--- src/rtl/periph_bus_pkg.sv ---
// Shared definitions for the two-master peripheral bus arbiter.
//   state_e   : sequencer state encoding (idle / grant / response)
//   M0, M1    : master index constants (CPU data port, secondary master)
//   Def*      : default bus widths
package periph_bus_pkg;

  typedef enum logic [1:0] {
    StIdle  = 2'd0,
    StGrant = 2'd1,
    StResp  = 2'd2
  } state_e;

  localparam logic M0 = 1'b0;
  localparam logic M1 = 1'b1;

  localparam int unsigned DefAddrW = 11;
  localparam int unsigned DefDataW = 32;

endpackage

--- src/rtl/rr_arbiter_2.sv ---
// Combinational two-way arbiter.
//   req        : {req1, req0} pending requests
//   ptr        : last granted master; on a tie the other master wins
//   grant      : index of the winning master (M0/M1)
//   valid      : at least one request pending
//   FIXED_PRIO : nonzero makes M0 win every tie regardless of ptr
module rr_arbiter_2
  import periph_bus_pkg::*;
#(
  parameter int unsigned FIXED_PRIO = 0
) (
  input  logic [1:0] req,
  input  logic       ptr,
  output logic       grant,
  output logic       valid
);

  always_comb begin
    valid = |req;
    grant = M0;
    unique case (req)
      2'b01:   grant = M0;
      2'b10:   grant = M1;
      2'b11:   grant = (FIXED_PRIO != 0) ? M0 : ~ptr;
      default: grant = M0;
    endcase
  end

endmodule

--- src/rtl/periph_bus_arbiter.sv ---
// Two-master arbiter and sequencer for the shared memory/peripheral bus.
// One transaction at a time: IDLE samples requests, GRANT drives the bus
// (writes commit, reads are captured at the end of the cycle), RESP pulses
// the owner's ack.
//   clk, rst_n                : clock, synchronous active-low reset
//   m{0,1}_req/we/addr/wdata  : master transaction inputs, stable while req
//   m{0,1}_ack                : one-cycle completion pulse
//   m{0,1}_rdata              : read data, held until the next read completes
//   bus_we/addr/wdata         : shared bus drive, all zero outside GRANT
//   bus_rdata                 : combinational read data from the bus
//   busy                      : high in GRANT or RESP
module periph_bus_arbiter
  import periph_bus_pkg::*;
#(
  parameter int unsigned ADDR_W     = DefAddrW,
  parameter int unsigned DATA_W     = DefDataW,
  parameter int unsigned FIXED_PRIO = 0
) (
  input  logic              clk,
  input  logic              rst_n,
  input  logic              m0_req,
  input  logic              m0_we,
  input  logic [ADDR_W-1:0] m0_addr,
  input  logic [DATA_W-1:0] m0_wdata,
  output logic              m0_ack,
  output logic [DATA_W-1:0] m0_rdata,
  input  logic              m1_req,
  input  logic              m1_we,
  input  logic [ADDR_W-1:0] m1_addr,
  input  logic [DATA_W-1:0] m1_wdata,
  output logic              m1_ack,
  output logic [DATA_W-1:0] m1_rdata,
  output logic              bus_we,
  output logic [ADDR_W-1:0] bus_addr,
  output logic [DATA_W-1:0] bus_wdata,
  input  logic [DATA_W-1:0] bus_rdata,
  output logic              busy
);

  state_e            state_q, state_d;
  logic              owner_q, owner_d;
  logic              we_q, we_d;
  logic [ADDR_W-1:0] addr_q, addr_d;
  logic [DATA_W-1:0] wdata_q, wdata_d;
  logic [DATA_W-1:0] m0_rdata_q, m0_rdata_d;
  logic [DATA_W-1:0] m1_rdata_q, m1_rdata_d;
  logic              ptr_q, ptr_d;

  logic arb_grant;
  logic arb_valid;

  rr_arbiter_2 #(
    .FIXED_PRIO(FIXED_PRIO)
  ) u_arb (
    .req  ({m1_req, m0_req}),
    .ptr  (ptr_q),
    .grant(arb_grant),
    .valid(arb_valid)
  );

  always_comb begin
    state_d    = state_q;
    owner_d    = owner_q;
    we_d       = we_q;
    addr_d     = addr_q;
    wdata_d    = wdata_q;
    m0_rdata_d = m0_rdata_q;
    m1_rdata_d = m1_rdata_q;
    ptr_d      = ptr_q;
    bus_we     = 1'b0;
    bus_addr   = '0;
    bus_wdata  = '0;
    m0_ack     = 1'b0;
    m1_ack     = 1'b0;

    unique case (state_q)
      StIdle: begin
        if (arb_valid) begin
          owner_d = arb_grant;
          if (arb_grant == M1) begin
            we_d    = m1_we;
            addr_d  = m1_addr;
            wdata_d = m1_wdata;
          end else begin
            we_d    = m0_we;
            addr_d  = m0_addr;
            wdata_d = m0_wdata;
          end
          state_d = StGrant;
        end
      end
      StGrant: begin
        bus_we    = we_q;
        bus_addr  = addr_q;
        bus_wdata = wdata_q;
        // Reads land only in the owner's register; writes leave both alone.
        if (!we_q) begin
          if (owner_q == M1) begin
            m1_rdata_d = bus_rdata;
          end else begin
            m0_rdata_d = bus_rdata;
          end
        end
        state_d = StResp;
      end
      StResp: begin
        m0_ack  = (owner_q == M0);
        m1_ack  = (owner_q == M1);
        ptr_d   = owner_q;
        state_d = StIdle;
      end
      default: state_d = StIdle;
    endcase
  end

  always_ff @(posedge clk) begin
    if (!rst_n) begin
      state_q    <= StIdle;
      owner_q    <= M0;
      we_q       <= 1'b0;
      addr_q     <= '0;
      wdata_q    <= '0;
      m0_rdata_q <= '0;
      m1_rdata_q <= '0;
      // Pointer starts at M1 so the first tie goes to M0.
      ptr_q      <= M1;
    end else begin
      state_q    <= state_d;
      owner_q    <= owner_d;
      we_q       <= we_d;
      addr_q     <= addr_d;
      wdata_q    <= wdata_d;
      m0_rdata_q <= m0_rdata_d;
      m1_rdata_q <= m1_rdata_d;
      ptr_q      <= ptr_d;
    end
  end

  assign m0_rdata = m0_rdata_q;
  assign m1_rdata = m1_rdata_q;
  assign busy     = (state_q != StIdle);

endmodule

--- config.mk ---
export PLATFORM = sky130hd
export DESIGN_NAME = periph_bus_arbiter
export DESIGN_NICKNAME = d
export VERILOG_FILES = /design/src/rtl/periph_bus_pkg.sv /design/src/rtl/rr_arbiter_2.sv /design/src/rtl/periph_bus_arbiter.sv
export SDC_FILE = /design/constraint.sdc
export NUM_CORES = 1
export LEC_CHECK = 0
export ABC_AREA = 1
export BUFFER_PORTS_ARGS = -buffer_cell sky130_fd_sc_hd__buf_2
export CAP_MARGIN = 25
export CORE_AREA = 10 10 88 147
export CTS_BUF_LIST = sky130_fd_sc_hd__clkbuf_8
export DETAILED_ROUTE_END_ITERATION = 8
export DIE_AREA = 0 0 98 157
export GPL_TIMING_DRIVEN = 0
export HOLD_SLACK_MARGIN = 0.12
export MAX_ROUTING_LAYER = met4
export PLACE_DENSITY = 0.85
export SLEW_MARGIN = 20
export SYNTH_ARGS = -nofsm -noshare
export SYNTH_HDL_FRONTEND = slang
export SYNTH_HIERARCHICAL = 1
export SYNTH_SLANG_ARGS = --single-unit
export TNS_END_PERCENT = 50
--- constraint.sdc ---
create_clock -name clk -period 3.3 [get_ports clk]
set_clock_uncertainty 0.05 [all_clocks]
set_input_delay 0.165 -clock clk [delete_from_list [all_inputs] [get_ports clk]]
set_output_delay 0.165 -clock clk [all_outputs]
set_load 0.01 [all_outputs]
==> metrics, run 1 <==
arrival time worst endpoint=3.13 ns; Storage cell area=2240 sq um; # DRC=0; Worst Slack Setup Final=~0.40 ns; FILL cells=between 700 and 800; syn nets=approximately 1000; routability cong.=around 0.93; distinct cell type count after synthesis=17; share of cells above drive strength 1=a little under a quarter; placed insts=1243; CTS tree=done; worst reg2reg path endpoint=wdata_q[29]$_SDFFE_PN0P_; Sink Count=112; Total Neg Setup Slack=0 ns; worst path bufs/invs=5; die area=15400 sq um; dpl ws=1.71 ns; Slew Viols, Final=0; Initial DRC Count=roughly 510; # IOs=around 240; Reg2Reg Depth=10; cell breakdown of the critical path=a21oi_1 -> buf_2 -> clkinv_1 -> buf_2 -> nand2_1 -> nand2_1 -> dlygate4sd3_1 -> nor2_1 -> nor2_1 -> dlygate4sd3_1; multi-input logic area=around 2500 sq um; crit share post-route=a little under 90%; core area=around 11000 sq um; synth warn=6; 1st-pass router iterations=6; mapped cell area=5380 sq um; Hold WC Path Type=in2reg; Pleak=around 4.5 nW; CP Launch Point=ptr_q$_SDFFE_PN1N_; final hold violations=0; crit-path leading delay family=buffers and inverters; Vias=around 7300; cts repair resizes=0; Num CTS Buffers=9; Final Non-Filler Cells=roughly 1400; CP Data Required Time=roughly 3.5 ns; Syn Area/Cell=between 6 and 7 sq um; CTS Root Cell=clkbuf_8; input/output buffers=233; # Max-Cap Violations=0; source of the worst register-to-register timing path=ptr_q$_SDFFE_PN1N_; shortest period the worst path allows=~2.9 ns; Final Hold Slack=around 0.16 ns; Post-DRT Antenna Nets=0; clk_lat worst skew=0.37 ns; CP Class=reg2reg; DR vias/cell=~5.3; maximum VDD drop=around 0.26 mV; Core Rows=50; maximum buffer depth of the clock tree=2; Worst path max stage delay=~0.58 ns; H-tree levels=3; sequential area share after synthesis=41.7%; instance count on the critical path=10; vias in the first global route=7444; achievable frequency=between 300 and 400 MHz; All-Layer GR Usage=between 20% and 30%; Worst-path clk slew=about 0.11 ns; initial antenna violation count=1; Setup crit end=wdata_q[29]$_SDFFE_PN0P_; Total Nets Final=1373; largest net degree at the start of global routing=18; Worst Tran Pin Value=around 0.54 ns; status=complete, no violations; crit start category=register; drt wl/cell=16.8 um; CP Capture Type=register; RSZ-0062 raised after global routing=false; global-route wire length before repair=~36 mm; final core occ=a little under 80%; growth of design area from synthesis to finish=51.9%; Initial Util=between 50% and 60%; GRT Residual Overflow=0; r2r setup slk=0.40 ns; max-slew headroom at the worst pin=64.1%; die width=around 100 um; crit-path max FO=10; Die Y=157 um; routed wire length=roughly 23 mm; HPWL after DPL=13.9 mm; FF+latch count, synth=112; # setup viols final=0; Post-Syn Instances=880; PwrDens=416 nW/um^2; Critical-path top delay cell=dlygate4sd3_1
## state kept, by name, indices dropped and copies added (netlist names)
name,cells
addr_q,11
m0_rdata,32
m1_rdata,32
owner_q,1
ptr_q,1
state_q,2
wdata_q,32
we_q,1
## cells in the final DEF (no fill, tap or decap), types with 2 or more instances in the layout
master         count
buf_6              5
clkbuf_8           9
dlygate4sd3_1    125
nand3_1           67
clkbuf_1          12
a21oi_1           34
buf_2            257
dfxtp_1          112
bufinv_16          2
buf_1              7
nor2_1           232
inv_1             84
nand2_1          288
buf_4              8
clkinvlp_4         3
nor2_2             3
## cell families (layout without fill, tap and decap cells)
group / Yosys count / in the layout / share of synthesized area [%]
simple gates: 594 / 594 / 43.5
buf+inv: 140 / 513 / 11.6
flops: 112 / 112 / 41.7
compound gates: 34 / 34 / 3.16
other cells: 0 / 1 / 0
## synth_stat cells, drive strengths merged
library cell  instances  share of area (%)
inv                  83                5.8
or2                   1               0.12
clkinv                1              0.070
nand3                67                6.2
clkbuf               12               0.84
a21oi                34                3.2
nor2                236                 17
nand2               290                 20
dfxtp               112                 42
buf                  44                4.9
## where the power goes
part / internal (mW) / total, mW / leakage [nW] / switching, mW
clock network: 0.421 / 0.890 / 0.0987 / 0.468
logic: 0.419 / 0.990 / 3.50 / 0.571
registers: 1.46 / 1.51 / 0.920 / 0.0499
## through the flow
stage	cell area, sq um	total power, mW
finish	8170	3.39
global route	8170	3.56
CTS	8170	3.31
detailed placement	6710	2.30
global placement	6710	2.29
floorplan	5380	2.03
## worst min path at each step
stage | start | endpoint | slack [ns] | cells after the start
floorplan | m0_addr[0] | addr_q[0]$_SDFFE_PN0P_ | 0.33 | 4
global placement | ptr_q$_SDFFE_PN1N_ | ptr_q$_SDFFE_PN1N_ | 0.40 | 2
detailed placement | ptr_q$_SDFFE_PN1N_ | ptr_q$_SDFFE_PN1N_ | 0.40 | 2
CTS | rst_n | wdata_q[23]$_SDFFE_PN0P_ | 0.12 | 3
global route | rst_n | wdata_q[23]$_SDFFE_PN0P_ | 0.17 | 3
finish | rst_n | wdata_q[23]$_SDFFE_PN0P_ | 0.16 | 3
## layout make-up
cell class	instances	share of cell area [%]
clock inverters	6	1.06
well taps	130	1.99
plain buffers	56	3.77
flip-flops and latches	112	27.4
diodes	1	0.0306
clock buffers	9	1.52
repair buffers	358	29.6
multi-input cells	628	30.7
inverters	84	3.86
## worst register-to-register path: cells and delay by family (launching register included)
family / cells / cell delay, ns
DFF: 1 / 0.34
AOI/OAI and AO/OA: 1 / 0.17
and+or+nand+nor: 4 / 0.32
buffers and inverters: 5 / 1.96
## routing by layer
layer | wire length (um) | GRT usage (%) | vias to the layer above | part of all wire [%]
li1 | - | - | 3367 | -
met1 | 7630 | 28.0 | 3241 | 33
met2 | 12000 | 52.1 | 523 | 52
met3 | 1980 | 6.67 | 154 | 8.5
met4 | 1640 | 20.5 | 0 | 7.1
met5 | 0 | - | - | 0
## repair_timing
action                    4_1_cts  5_1_grt
hold buffers                  125        0
hold endpoints to repair      107        0
buffers inserted                0        0
Note: power is estimated with default switching activity, not from simulation.
==> run 2, diff against run 1 <==
- CORE_AREA: 10 10 88 147 -> 10 10 91 152
- DIE_AREA: 0 0 98 157 -> 0 0 101 162
- PLACE_DENSITY: 0.85 -> 0.79
- clock period: 3.3 -> 2.76 ns (I/O delays scaled with it)
==> run 2 against run 1 <==
  * Routed wire length is 6.3% lower
  * Worst hold slack improved by 0.037 ns
  * First-iteration DRC count shrank 40%
  * Sequential cell count unchanged
  * Maximum frequency increased by 9.0%
  * Sequential power rose by 20%
  * Power up 15%
  * Final area grew 0.28%
==> metrics, run 2 (synthesis gave the netlist of run 1 again) <==
status=complete, no violations; Storage cell area=roughly 2200 sq um; All-Layer GR Usage=between 20% and 30%; drt wl/cell=approximately 16 um; HPWL after DPL=approximately 14 mm; multi-input logic area=2510 sq um; FILL cells=832; global-route wire length before repair=about 34 mm; PwrDens=between 400 and 500 nW/um^2; shortest period the worst path allows=~2.7 ns; CTS tree=done; crit-path max FO=10; Core Rows=51; 1st-pass router iterations=5; Worst Tran Pin Value=~0.54 ns; Slew Viols, Final=0; Die Y=between 150 and 200 um; Vias=~6900; Worst path max stage delay=about 0.57 ns; Worst Hold Path Cells=3; maximum buffer depth of the clock tree=2; final core occ=roughly 73%; fin area=around 8200 sq um; dpl cell area=between 6000 and 7000 sq um; worst path bufs/invs=5; # Max-Cap Violations=0; die area=roughly 16000 sq um; Total Nets Final=roughly 1400; clk_lat worst skew=roughly 0.36 ns; routability cong.=0.901; growth of design area from synthesis to finish=52.4%; die width=just over 100 um; H-tree levels=3; Worst-path clk slew=0.11 ns; # setup viols final=0; Post-DRT Antenna Nets=0; Reg2Reg Depth=10; crit share post-route=a little over nine tenths; Total Neg Setup Slack=0 ns; final hold violations=0; max-slew headroom at the worst pin=about 64%; CP Data Required Time=~3.0 ns; CP Capture Type=register; Sink Count=around 110; most common cell after layout, fill and taps aside=nand2_1; Initial Util=approximately half; crit start category=register; instance count on the critical path=10; achievable frequency=about 380 MHz; share of cells above drive strength 1=a little under a quarter; Critical-path top delay cell=dlygate4sd3_1; arrival time worst endpoint=about 2.9 ns; Initial DRC Count=~310; highest-count cells in the layout ignoring fill and taps=nand2_1 (288), buf_2 (256), nor2_1 (232); Post-CTS Setup Bufs=0; largest net degree at the start of global routing=19; Num CTS Buffers=9; Worst Slack Setup Final=slightly below 0.1 ns; # DRC=0; CTS Root Cell=clkbuf_8; Pleak=approximately 4.5 nW; crit-path leading delay family=buffers and inverters; initial antenna violation count=1; cell breakdown of the critical path=a21oi_1 -> buf_4 -> clkinvlp_4 -> buf_2 -> nand2_1 -> nand2_1 -> dlygate4sd3_1 -> nor2_1 -> nor2_1 -> dlygate4sd3_1; vias in the first global route=between 7000 and 8000; dpl ws=around 1.1 ns; Hold WC Path Type=in2reg; maximum VDD drop=around 0.38 mV; DR vias/cell=roughly 5; core area=about 11000 sq um; GRT Residual Overflow=0; CP Class=reg2reg; input/output buffers=about 230; # IOs=between 200 and 250; routed wire length=21.7 mm
==> run 2: final timing paths <==
path,start,to,slack [ns]
worst max register to register,ptr_q$_SDFFE_PN1N_,wdata_q[29]$_SDFFE_PN0P_,0.1
worst max-delay path,ptr_q$_SDFFE_PN1N_,wdata_q[29]$_SDFFE_PN0P_,0.1
worst min register to register,ptr_q$_SDFFE_PN1N_,ptr_q$_SDFFE_PN1N_,0.43
worst min-delay path,rst_n,owner_q$_SDFFE_PN0P_,0.20
==> run 2: stage by stage <==
step | power (mW) | std cells | hold slack, ns
floorplan | 2.43 | 880 | 0.306
global placement | 2.74 | 1245 | 0.395
detailed placement | 2.76 | 1245 | 0.402
CTS | 3.86 | 1390 | 0.148
global route | 4.09 | 1391 | 0.241
finish | 3.89 | 1391 | 0.199
==> run 2: layout make-up <==
type	instances	share of cell area [%]
multi-input combinational	628	30.7
antenna	1	0.0305
clock buffer	10	1.68
buffer	56	3.80
clock inverter	6	0.550
tap	132	2.02
timing repair buffer	362	30.0
sequential	112	27.4
inverter	84	3.89
==> run 2: repair_timing <==
action | in CTS | in global routing
hold buffers | 129 | 0
endpoints found under the hold margin | 108 | 0
endpoints found under the setup margin | 0 | 5
resized for setup | 0 | 5
==> run 2: tightest hold or removal path, delay by kind of cell <==
family / cells / cell delay [ns]
compound gates: 1 / 0.05
buf+inv: 2 / 0.38
==> run 2: power breakdown <==
group          switching [mW]  leakage (nW)  internal, mW  total (mW)
Combinational           0.653          3.52         0.510        1.16
Sequential             0.0555         0.920          1.75        1.81
Clock                   0.561        0.0956         0.359       0.920
Total                    1.27          4.54          2.62        3.89
==> run 2: routing by layer <==
| metal | global-route usage (%) | vias to the layer above | wire length, um |
|---|---|---|---|
| met4 | 15.4 | 0 | 1110 |
| met1 | 25.1 | 3112 | 7490 |
| met2 | 46.8 | 365 | 11400 |
| met5 | - | - | 0 |
| met3 | 5.73 | 93 | 1720 |
| li1 | - | 3368 | - |
